<file path="src/rtl/gnrl_fifo.sv">
// gnrl_fifo: flop-based valid/ready FIFO with occupancy count and flush.
// Depth need not be a power of two; pointers wrap by explicit compare.
module gnrl_fifo #(
    parameter int DW = 32,
    parameter int DP = 4,
    localparam int CW = $clog2(DP + 1)
) (
    input  logic          clk,
    input  logic          rst,
    input  logic          flush,
    input  logic          i_vld,
    output logic          i_rdy,
    input  logic [DW-1:0] i_dat,
    output logic          o_vld,
    input  logic          o_rdy,
    output logic [DW-1:0] o_dat,
    output logic [CW-1:0] count,
    output logic          full,
    output logic          empty
);

    localparam int PW = (DP > 1) ? $clog2(DP) : 1;
    localparam logic [PW-1:0] LAST = PW'(DP - 1);

    logic [DW-1:0] mem_q [DP];
    logic [PW-1:0] wptr_q, wptr_d;
    logic [PW-1:0] rptr_q, rptr_d;
    logic [CW-1:0] count_q, count_d;
    logic          push, pop;

    assign full  = (count_q == CW'(DP));
    assign empty = (count_q == '0);
    assign i_rdy = ~full;
    assign o_vld = ~empty;
    assign o_dat = mem_q[rptr_q];
    assign count = count_q;

    // Handshakes, pointer wrap and occupancy; flush overrides both sides.
    always_comb begin
        push    = i_vld & i_rdy;
        pop     = o_vld & o_rdy;
        wptr_d  = wptr_q;
        rptr_d  = rptr_q;
        count_d = count_q;
        if (flush) begin
            wptr_d  = '0;
            rptr_d  = '0;
            count_d = '0;
        end else begin
            if (push) begin
                wptr_d = (wptr_q == LAST) ? '0 : wptr_q + PW'(1);
            end
            if (pop) begin
                rptr_d = (rptr_q == LAST) ? '0 : rptr_q + PW'(1);
            end
            unique case ({push, pop})
                2'b10:   count_d = count_q + CW'(1);
                2'b01:   count_d = count_q - CW'(1);
                default: count_d = count_q;
            endcase
        end
    end

    // Pointer and count registers.
    always_ff @(posedge clk or posedge rst) begin
        if (rst) begin
            wptr_q  <= '0;
            rptr_q  <= '0;
            count_q <= '0;
        end else begin
            wptr_q  <= wptr_d;
            rptr_q  <= rptr_d;
            count_q <= count_d;
        end
    end

    // Storage: written on an accepted push; a flush keeps old contents.
    always_ff @(posedge clk or posedge rst) begin
        if (rst) begin
            for (int i = 0; i < DP; i++) begin
                mem_q[i] <= '0;
            end
        end else if (push && !flush) begin
            mem_q[wptr_q] <= i_dat;
        end
    end

endmodule

</file>
<file path="config.mk">
export PLATFORM = sky130hd
export DESIGN_NAME = gnrl_fifo
export DESIGN_NICKNAME = d
export VERILOG_FILES = /design/src/rtl/gnrl_fifo.sv
export SDC_FILE = /design/constraint.sdc
export NUM_CORES = 1
export LEC_CHECK = 0
export ABC_AREA = 0
export CAP_MARGIN = 15
export CORE_MARGIN = 1.5
export CORE_UTILIZATION = 61
export CTS_CLUSTER_DIAMETER = 60
export DETAILED_ROUTE_END_ITERATION = 10
export PLACE_DENSITY_LB_ADDON = 0.12
export SETUP_SLACK_MARGIN = 0.2
export SLEW_MARGIN = 0
export SYNTH_ARGS = -nofsm -noshare
export SYNTH_HDL_FRONTEND = slang
export SYNTH_SLANG_ARGS = --single-unit
</file>
<file path="constraint.sdc">
create_clock -name clk -period 11.11 [get_ports clk]
set_clock_uncertainty 0.05 [all_clocks]
set_input_delay 1.111 -clock clk [delete_from_list [all_inputs] [get_ports clk]]
set_output_delay 1.111 -clock clk [all_outputs]
set_load 0.01 [all_outputs]
</file>
==> impl_metrics.toml, run 1 <==
[status]
status = "finished clean"

[timing]
rsz0062_at_grt = "no"
tightest_slew_ps = 856.5
timing.slew.headroom_pct = 42.90
maxSlewViolCount = 0
fin_crit_ps = 3839
setup_slack_ps = 7271
setup_violations = 0
fmax_ghz = 0.2605
final.period_utilization_pct = 34.56
hold_viol_final = 0
fin_tns_setup_ps = 0

[detailed_routing]
drtIter0Drc = 105
antenna_left = 0
wl_um = 12310
firstDrtPassIters = 4
viasPerCell = 5.695
drc = 0
post_drt_wl_per_cell_um = 20.51
vias = 3417

[power_and_ir_drop]
net-switching-power_mw = 0.4625
p_comb_share_pct = 29.1
seqPwrFrac_pct = 40.0
clkPwrFrac_pct = 30.8
leakage_nw = 3.798
switching_share_pct = 25.04
power.internal_mw = 1.384
powerDensity_nw_per_um2 = 231.8
ir_drop_v = 0.0001777

[clock_tree]
cts_sinks = 135
post-cts-setup-buffers = 0
clk_latency_ps = 520
ctsResizeCount = 0
clkTransAtPathRegs_ps = 60
numCtsBuffers = 17
cts_buffer_depth = 2
cts-root-buf = "clkbuf_8"
cts_tree = "built"
htreeDepth = 4
postCtsHoldBufs = 0

[synthesis]
ys_ff_latch = 135
async_reset_ff_share_pct = 100.0
synth_area_sq_um = 6730
synth_ff_type = "dfrtp_1"
syn_nets = 420
avgSynthCellArea_sq_um = 17.85
synth-edff-count = 0
synth.area.top_cells = "dfrtp_1, mux2_4, mux4_2, buf_12, mux2_2"
synth_cell_types = 36
synth_top_cells_by_count = "dfrtp_1, mux2_4, mux4_2, buf_12, mux2_2"
yosysTopAreaCell = "dfrtp_1"
syn_inst = 377
yosysTopAreaCellShare_pct = 50.20
yosysMostFrequentCell = "dfrtp_1"
yosys_warnings = 0
ys_seq_area_share_pct = 50.20

[final_layout]
diodes = 0
fin_cells = 600
area_delta_synth_final_pct = 18.35
final_util_pct = 73.80
nets = 490
stdcell_area_sq_um = 7965
drive_gt1_share_pct = 43.91

[critical_path]
critPathCaptureType = "output pin"
worstSetupPathDepth = 3
reg2reg_depth = 6
cp.arrival_ps = 2680
worst-path-buf-inv = 2
critical_path_class = "reg -> out"
critical_path.startpoint_type = "register"
max_stage_delay_ps = 610
path_cells = "buf_4, mux4_2, clkdlybuf4s50_1"
required_ps = 9950
worst_path_max_delay_cell = "mux4_2"
path_delay_family = "buffers and inverters"
path_max_fanout = 27

[floorplanning]
dieWidth_um = 108.0
ioPinCount = 76
rows = 38
core_sq_um = 10790
chipHeight_um = 108.0
initial_core_util_pct = 62.36
die_area_sq_um = 11670

[grt]
first_global_vias = 3789
antenna_found_initial = 0
grt_pass1_wl_um = 20010
grtUsageTotal_pct = 23.12
grt_max_degree = 71
gr-total-overflow = 0

[place]
pre_cts_ws_ps = 7621
place_hpwl_um = 7010
gp_congestion = 0.6928
placed_area_sq_um = 7360
io_buffers = 75
place_inst = 568

[worst_hold_path]
hold_path_class = "reg -> reg"
whs_path_depth = 1

[run]
max-cap-violations = 0
-- stage by stage --
stage | total power [mW] | hold slack [ps]
CTS | 1.864 | 457.5
detailed placement | 1.281 | 439.3
global route | 1.935 | 468.0
floorplan | 1.104 | 423.8
finish | 1.847 | 453.6
global placement | 1.260 | 431.2
-- cell type report --
class | instances | area (sq um)
clock buffers | 21 | 459.2
fillers | 662 | 2828
clock inverters | 11 | 146.4
repair buffers | 78 | 773.2
flip-flops and latches | 135 | 3379
multi-input cells | 209 | 3007
inverters | 6 | 25.02
well taps | 140 | 175.2
-- per-layer routing --
| metal | part of all wire [%] | vias up | global-route usage [%] |
|---|---|---|---|
| li1 | - | 1538 | - |
| met1 | 45 | 1802 | 30.22 |
| met2 | 51 | 67 | 38.02 |
| met3 | 3.6 | 10 | 6.028 |
| met4 | 0.78 | 0 | 7.425 |
| met5 | 0 | - | 0 |
-- cells by family (layout without fill, tap and decap cells) --
family	Yosys count	count (layout)	synth area share (%)
AOI/OAI and AO/OA	16	16	1.543
and+or+nand+nor	25	25	2.807
DFF	135	135	50.20
adders and majority gates	6	6	1.227
buffers and inverters	33	116	5.131
muxes	161	161	38.97
xor gates and xnor gates	1	1	0.1302
-- power groups by stage --
stage               registers [mW]  clock network (mW)  logic (mW)
finish                       0.739               0.569       0.538
CTS                          0.739               0.579       0.545
detailed placement           0.740                   0       0.541
global route                 0.758               0.605       0.572
global placement             0.733                   0       0.527
floorplan                    0.708                   0       0.397
-- registers in the layout, indices dropped and copies added, names as in the netlist --
signal	cells
count	3
mem_q	128
rptr_q	2
wptr_q	2
-- cell usage in the layout (no fill, tap or decap), types with 2 or more instances in the layout --
cell,count
nand2_1,2
nand3_4,4
clkbuf_16,16
clkinvlp_4,2
nor2_1,6
nand3_1,3
ha_1,5
mux2_4,120
or3_1,2
or4_1,2
inv_1,5
clkbuf_8,4
bufinv_16,3
buf_4,3
o21ai_0,4
mux2_2,8
clkinv_2,3
mux4_2,32
a21oi_1,3
dfrtp_1,134
clkdlybuf4s50_1,75
clkinv_4,2
a31oi_1,2
-- path summary, 6_finish.rpt --
check,end,from,slack (ps)
setup / recovery,o_dat[28],rptr_q[0],7270
hold / removal,mem_q[108],mem_q[108],450
setup reg to reg,count[2],count[1],8680
hold reg to reg,mem_q[108],mem_q[108],450
max in group asynchronous,rptr_q[0],rst,8530
min in group asynchronous,mem_q[117],rst,1050
Power figures use the tool's default switching activity.
==> run 2: changes to the inputs <==
- CORE_UTILIZATION: 61 -> 51
- clock period: 11.11 -> 3.2 ns (I/O delays scaled with it)
==> impl_metrics.toml, run 2 (synthesis results as in run 1) <==
[final_layout]
fillers = 961
multiInputGateArea_sq_um = 3007
seq_area_sq_um = 3383
layout.cells.most_common_list = "dfrtp_1, mux2_4, clkdlybuf4s50_1"
drive_gt1_share_pct = 44.64
largest-register = "mem_q"
largest_reg_flops = 128
diodes = 0
final_util_pct = 64.00
fin_cells = 638
area_delta_synth_final_pct = 20.99
final_common_cell = "dfrtp_1"
nets = 496
stdcell_area_sq_um = 8143

[floorplanning]
die_area_sq_um = 13890
rows = 41
dieWidth_um = 117.9
initial_core_util_pct = 52.90
ioPinCount = 76
chipHeight_um = 117.9
core_sq_um = 12720

[grt]
grt_pass1_wl_um = 21020
gr-total-overflow = 0
antenna_found_initial = 0
grtUsageTotal_pct = 19.78
grt_max_degree = 64
first_global_vias = 3854

[power_and_ir_drop]
p_comb_share_pct = 29.1
p_total_mw = 6.391
clkPwrFrac_pct = 30.5
powerDensity_nw_per_um2 = 784.9
power.internal_mw = 4.839
switching_share_pct = 24.29
seqPwrFrac_pct = 40.4
leakage_nw = 3.858
net-switching-power_mw = 1.552
ir_drop_v = 0.0004002

[timing]
fin_crit_ps = 2764
fin_tns_setup_ps = 0
hold_viol_final = 0
tightest_slew_ps = 691.9
whs_ps = 311.7
rsz0062_at_grt = "no"
final.period_utilization_pct = 86.37
maxSlewViolCount = 0
setup_slack_ps = 436.1
fmax_ghz = 0.3618
setup_violations = 0
timing.slew.headroom_pct = 53.77

[clock_tree]
postCtsHoldBufs = 0
htreeDepth = 4
numCtsBuffers = 17
cts_sinks = 135
cts_buffer_depth = 2
clkTransAtPathRegs_ps = 50
cts-root-buf = "clkbuf_16"
clk_latency_ps = 410
cts_tree = "built"

[critical_path]
path_max_fanout = 19
required_ps = 2830
cp.arrival_ps = 2390
critical_path.startpoint_type = "register"
critPathCaptureType = "output pin"
reg2reg_depth = 6
r2r_end = "count[2]"
r2r_setup_slack_ps = 740
critical_path_class = "reg -> out"
rr_startpoint = "count[1]"

[run]
max-cap-violations = 0

[detailed_routing]
vias = 3463
wl_um = 12450
post_drt_wl_per_cell_um = 19.51
drtIter0Drc = 174
firstDrtPassIters = 4
antenna_left = 0
viasPerCell = 5.428
drc = 0

[place]
placed_area_sq_um = 7535
pre_cts_ws_ps = 604.8
place_hpwl_um = 7787
place_inst = 606
gp_congestion = 0.7339
io_buffers = 75

[status]
status = "finished clean"

[worst_hold_path]
hold_path_class = "in -> async"
[run 2: changes by cell type in the layout (fill, tap and decap cells not counted), sizes merged]
| cell | delta |
|---|---|
| clkbuf | +4 |
| clkinvlp | +1 |
| inv | -2 |
| bufinv | -1 |
| buf | +6 |
| clkinv | -2 |
[run 2: area by class of cell]
type / instances / area share (%)
Clock buffer: 25 / 6.331
Inverter: 6 / 0.3227
Multi-Input combinational cell: 209 / 36.92
Clock inverter: 7 / 1.106
Timing Repair Buffer: 84 / 11.12
Tap cell: 172 / 2.643
Sequential cell: 135 / 41.55
[run 2: worst max-delay path, stage by stage, from the launching register on]
cell             delay (ps)
dfrtp_4                 670
buf_12                  250
mux4_2                  540
clkdlybuf4s50_1         490
[run 2: layer usage]
metal | routed length [um] | track usage (%) | vias to the layer above | part of all wire [%]
met5 | 0 | 0 | - | 0
met2 | 6000 | 30.37 | 58 | 48
met1 | 5885 | 27.26 | 1847 | 47
met4 | 134 | 6.860 | 0 | 1.1
li1 | - | - | 1546 | -
met3 | 429 | 5.475 | 12 | 3.4
[run 2: worst max path at each step]
stage,slack [ps],end,depth (start not counted),startpoint
5_1_grt,320,o_dat[10],3,rptr_q[0]
6_report,440,o_dat[31],3,rptr_q[0]
3_3_place_gp,660,mem_q[121],5,i_vld
4_1_cts,240,o_dat[0],3,rptr_q[0]
3_5_place_dp,600,mem_q[28],5,i_vld
2_1_floorplan,920,count[2],7,count[1]
[run 2: power by group through the flow]
stage	clock network (mW)	registers (mW)	logic [mW]
3_5_place_dp	0	2.59	1.88
6_report	1.95	2.58	1.86
3_3_place_gp	0	2.57	1.84
5_1_grt	2.08	2.65	1.99
2_1_floorplan	0	2.46	1.38
4_1_cts	2.00	2.58	1.89
[run 2: timing repair]
item,CTS,global route
setup buffers,0,0
setup endpoints to repair,0,15
hold endpoints to repair,0,0
gates resized for setup,0,1
==> run 3: changes to the inputs <==
- clock period: 3.2 -> 2.52 ns (I/O delays scaled with it)
==> impl_metrics.toml, run 3 (synthesis results as in run 1) <==
[detailed_routing]
vias = 3501
post_drt_wl_per_cell_um = 19.46
drc = 0
drtIter0Drc = 166
viasPerCell = 5.297
antenna_left = 0
firstDrtPassIters = 4
wl_um = 12860

[floorplanning]
ioPinCount = 76
dieWidth_um = 117.9
core_sq_um = 12720
die_area_sq_um = 13890
chipHeight_um = 117.9
initial_core_util_pct = 52.90
rows = 41

[timing]
fmax_ghz = 0.4277
timing.slew.headroom_pct = 67.38
final.period_utilization_pct = 92.78
tightest_slew_ps = 488.3
maxSlewViolCount = 0
fin_crit_ps = 2338
hold_viol_final = 0
rsz0062_at_grt = "yes"
fin_tns_setup_ps = 0
setup_violations = 0

[critical_path]
r2r_setup_slack_ps = 380
critical_path_class = "reg -> out"
critical_path.startpoint_type = "register"
worst_path_max_delay_cell = "dfrtp_4"
cp-endpoint = "o_dat[1]"
rr_startpoint = "count[1]"
required_ps = 2220
r2r_end = "count[2]"
worst-path-buf-inv = 4
critPathCaptureType = "output pin"
startpoint = "rptr_q[0]"
reg2reg_depth = 6
path_max_fanout = 8
path_cells = "buf_4, buf_12, buf_12, mux4_2, clkdlybuf4s15_1"
cp.arrival_ps = 2040
max_stage_delay_ps = 520
worstSetupPathDepth = 5
cp_common_cell = "buf_12"
path_delay_family = "buffers and inverters"

[final_layout]
nets = 519
diodes = 0
stdcell_area_sq_um = 8364
drive_gt1_share_pct = 51.12
final_common_cell = "dfrtp_1"
largest-register = "mem_q"
layout.cells.most_common_list = "dfrtp_1, mux2_4, clkdlybuf4s50_1"
largest_reg_flops = 128
area_delta_synth_final_pct = 24.28

[clock_tree]
cts_sinks = 135
numCtsBuffers = 17
clkTransAtPathRegs_ps = 60
htreeDepth = 4
clk_latency_ps = 410
cts-root-buf = "clkbuf_16"
postCtsHoldBufs = 0
cts_buffer_depth = 2
cts_tree = "built"

[grt]
grt_pass1_wl_um = 21550
grtUsageTotal_pct = 20.39
first_global_vias = 3927
gr-total-overflow = 0
antenna_found_initial = 0
grt_max_degree = 54

[place]
gp_congestion = 0.7227
place_hpwl_um = 8057
io_buffers = 75
placed_area_sq_um = 7680

[power_and_ir_drop]
powerDensity_nw_per_um2 = 967.3
ir_drop_v = 0.0005613
leakage_nw = 4.084

[status]
status = "finished clean"

[worst_hold_path]
hold_path_class = "in -> async"

[run]
max-cap-violations = 0
run 3: per-layer routing:
| layer | up-vias | GRT usage (%) | routed length, um |
|---|---|---|---|
| met3 | 14 | 5.329 | 413 |
| li1 | 1589 | - | - |
| met4 | 0 | 7.774 | 188 |
| met1 | 1836 | 28.74 | 6163 |
| met2 | 62 | 30.45 | 6096 |
| met5 | - | 0 | 0 |
run 3: where the power goes:
group          switching (mW)  internal (mW)
logic                   0.751           1.62
clock network           0.899           1.59
registers               0.377           2.85
run 3: repair_timing:
action	4_1_cts	5_1_grt
cloned	1	0
setup endpoints to repair	34	23
setup buffers	11	0
gates resized for setup	50	29
pin swaps	0	0
run 3: final cells by class:
class | count | area (sq um)
Timing Repair Buffer | 107 | 1116
Inverter | 6 | 26.28
Tap cell | 172 | 215.2
Multi-Input combinational cell | 209 | 3014
Sequential cell | 135 | 3383
Fill cell | 929 | 4358
Clock buffer | 26 | 549.3
Clock inverter | 6 | 60.06
run 3: through the flow:
stage	hold WS (ps)	cells	power [mW]	setup WS [ps]	utilization, %
2_1_floorplan	350.5	377	4.868	235.9	-
4_1_cts	160.0	661	8.204	103.3	66.06
5_1_grt	196.0	661	8.520	118.9	65.75
3_5_place_dp	438.5	617	5.721	233.0	60.37
3_3_place_gp	437.3	617	5.646	280.9	60.37
6_report	163.1	661	8.091	181.8	65.75
run 3: worst min-delay path by stage:
stage	from	endpoint	slack, ps	cells past startpoint
after floorplan	i_dat[0]	mem_q[0]	350	1
after global placement	mem_q[63]	mem_q[63]	440	1
after detailed placement	mem_q[57]	mem_q[57]	440	1
after CTS	rst	mem_q[89]	160	2
after global routing	rst	mem_q[59]	200	2
final	rst	mem_q[23]	160	2
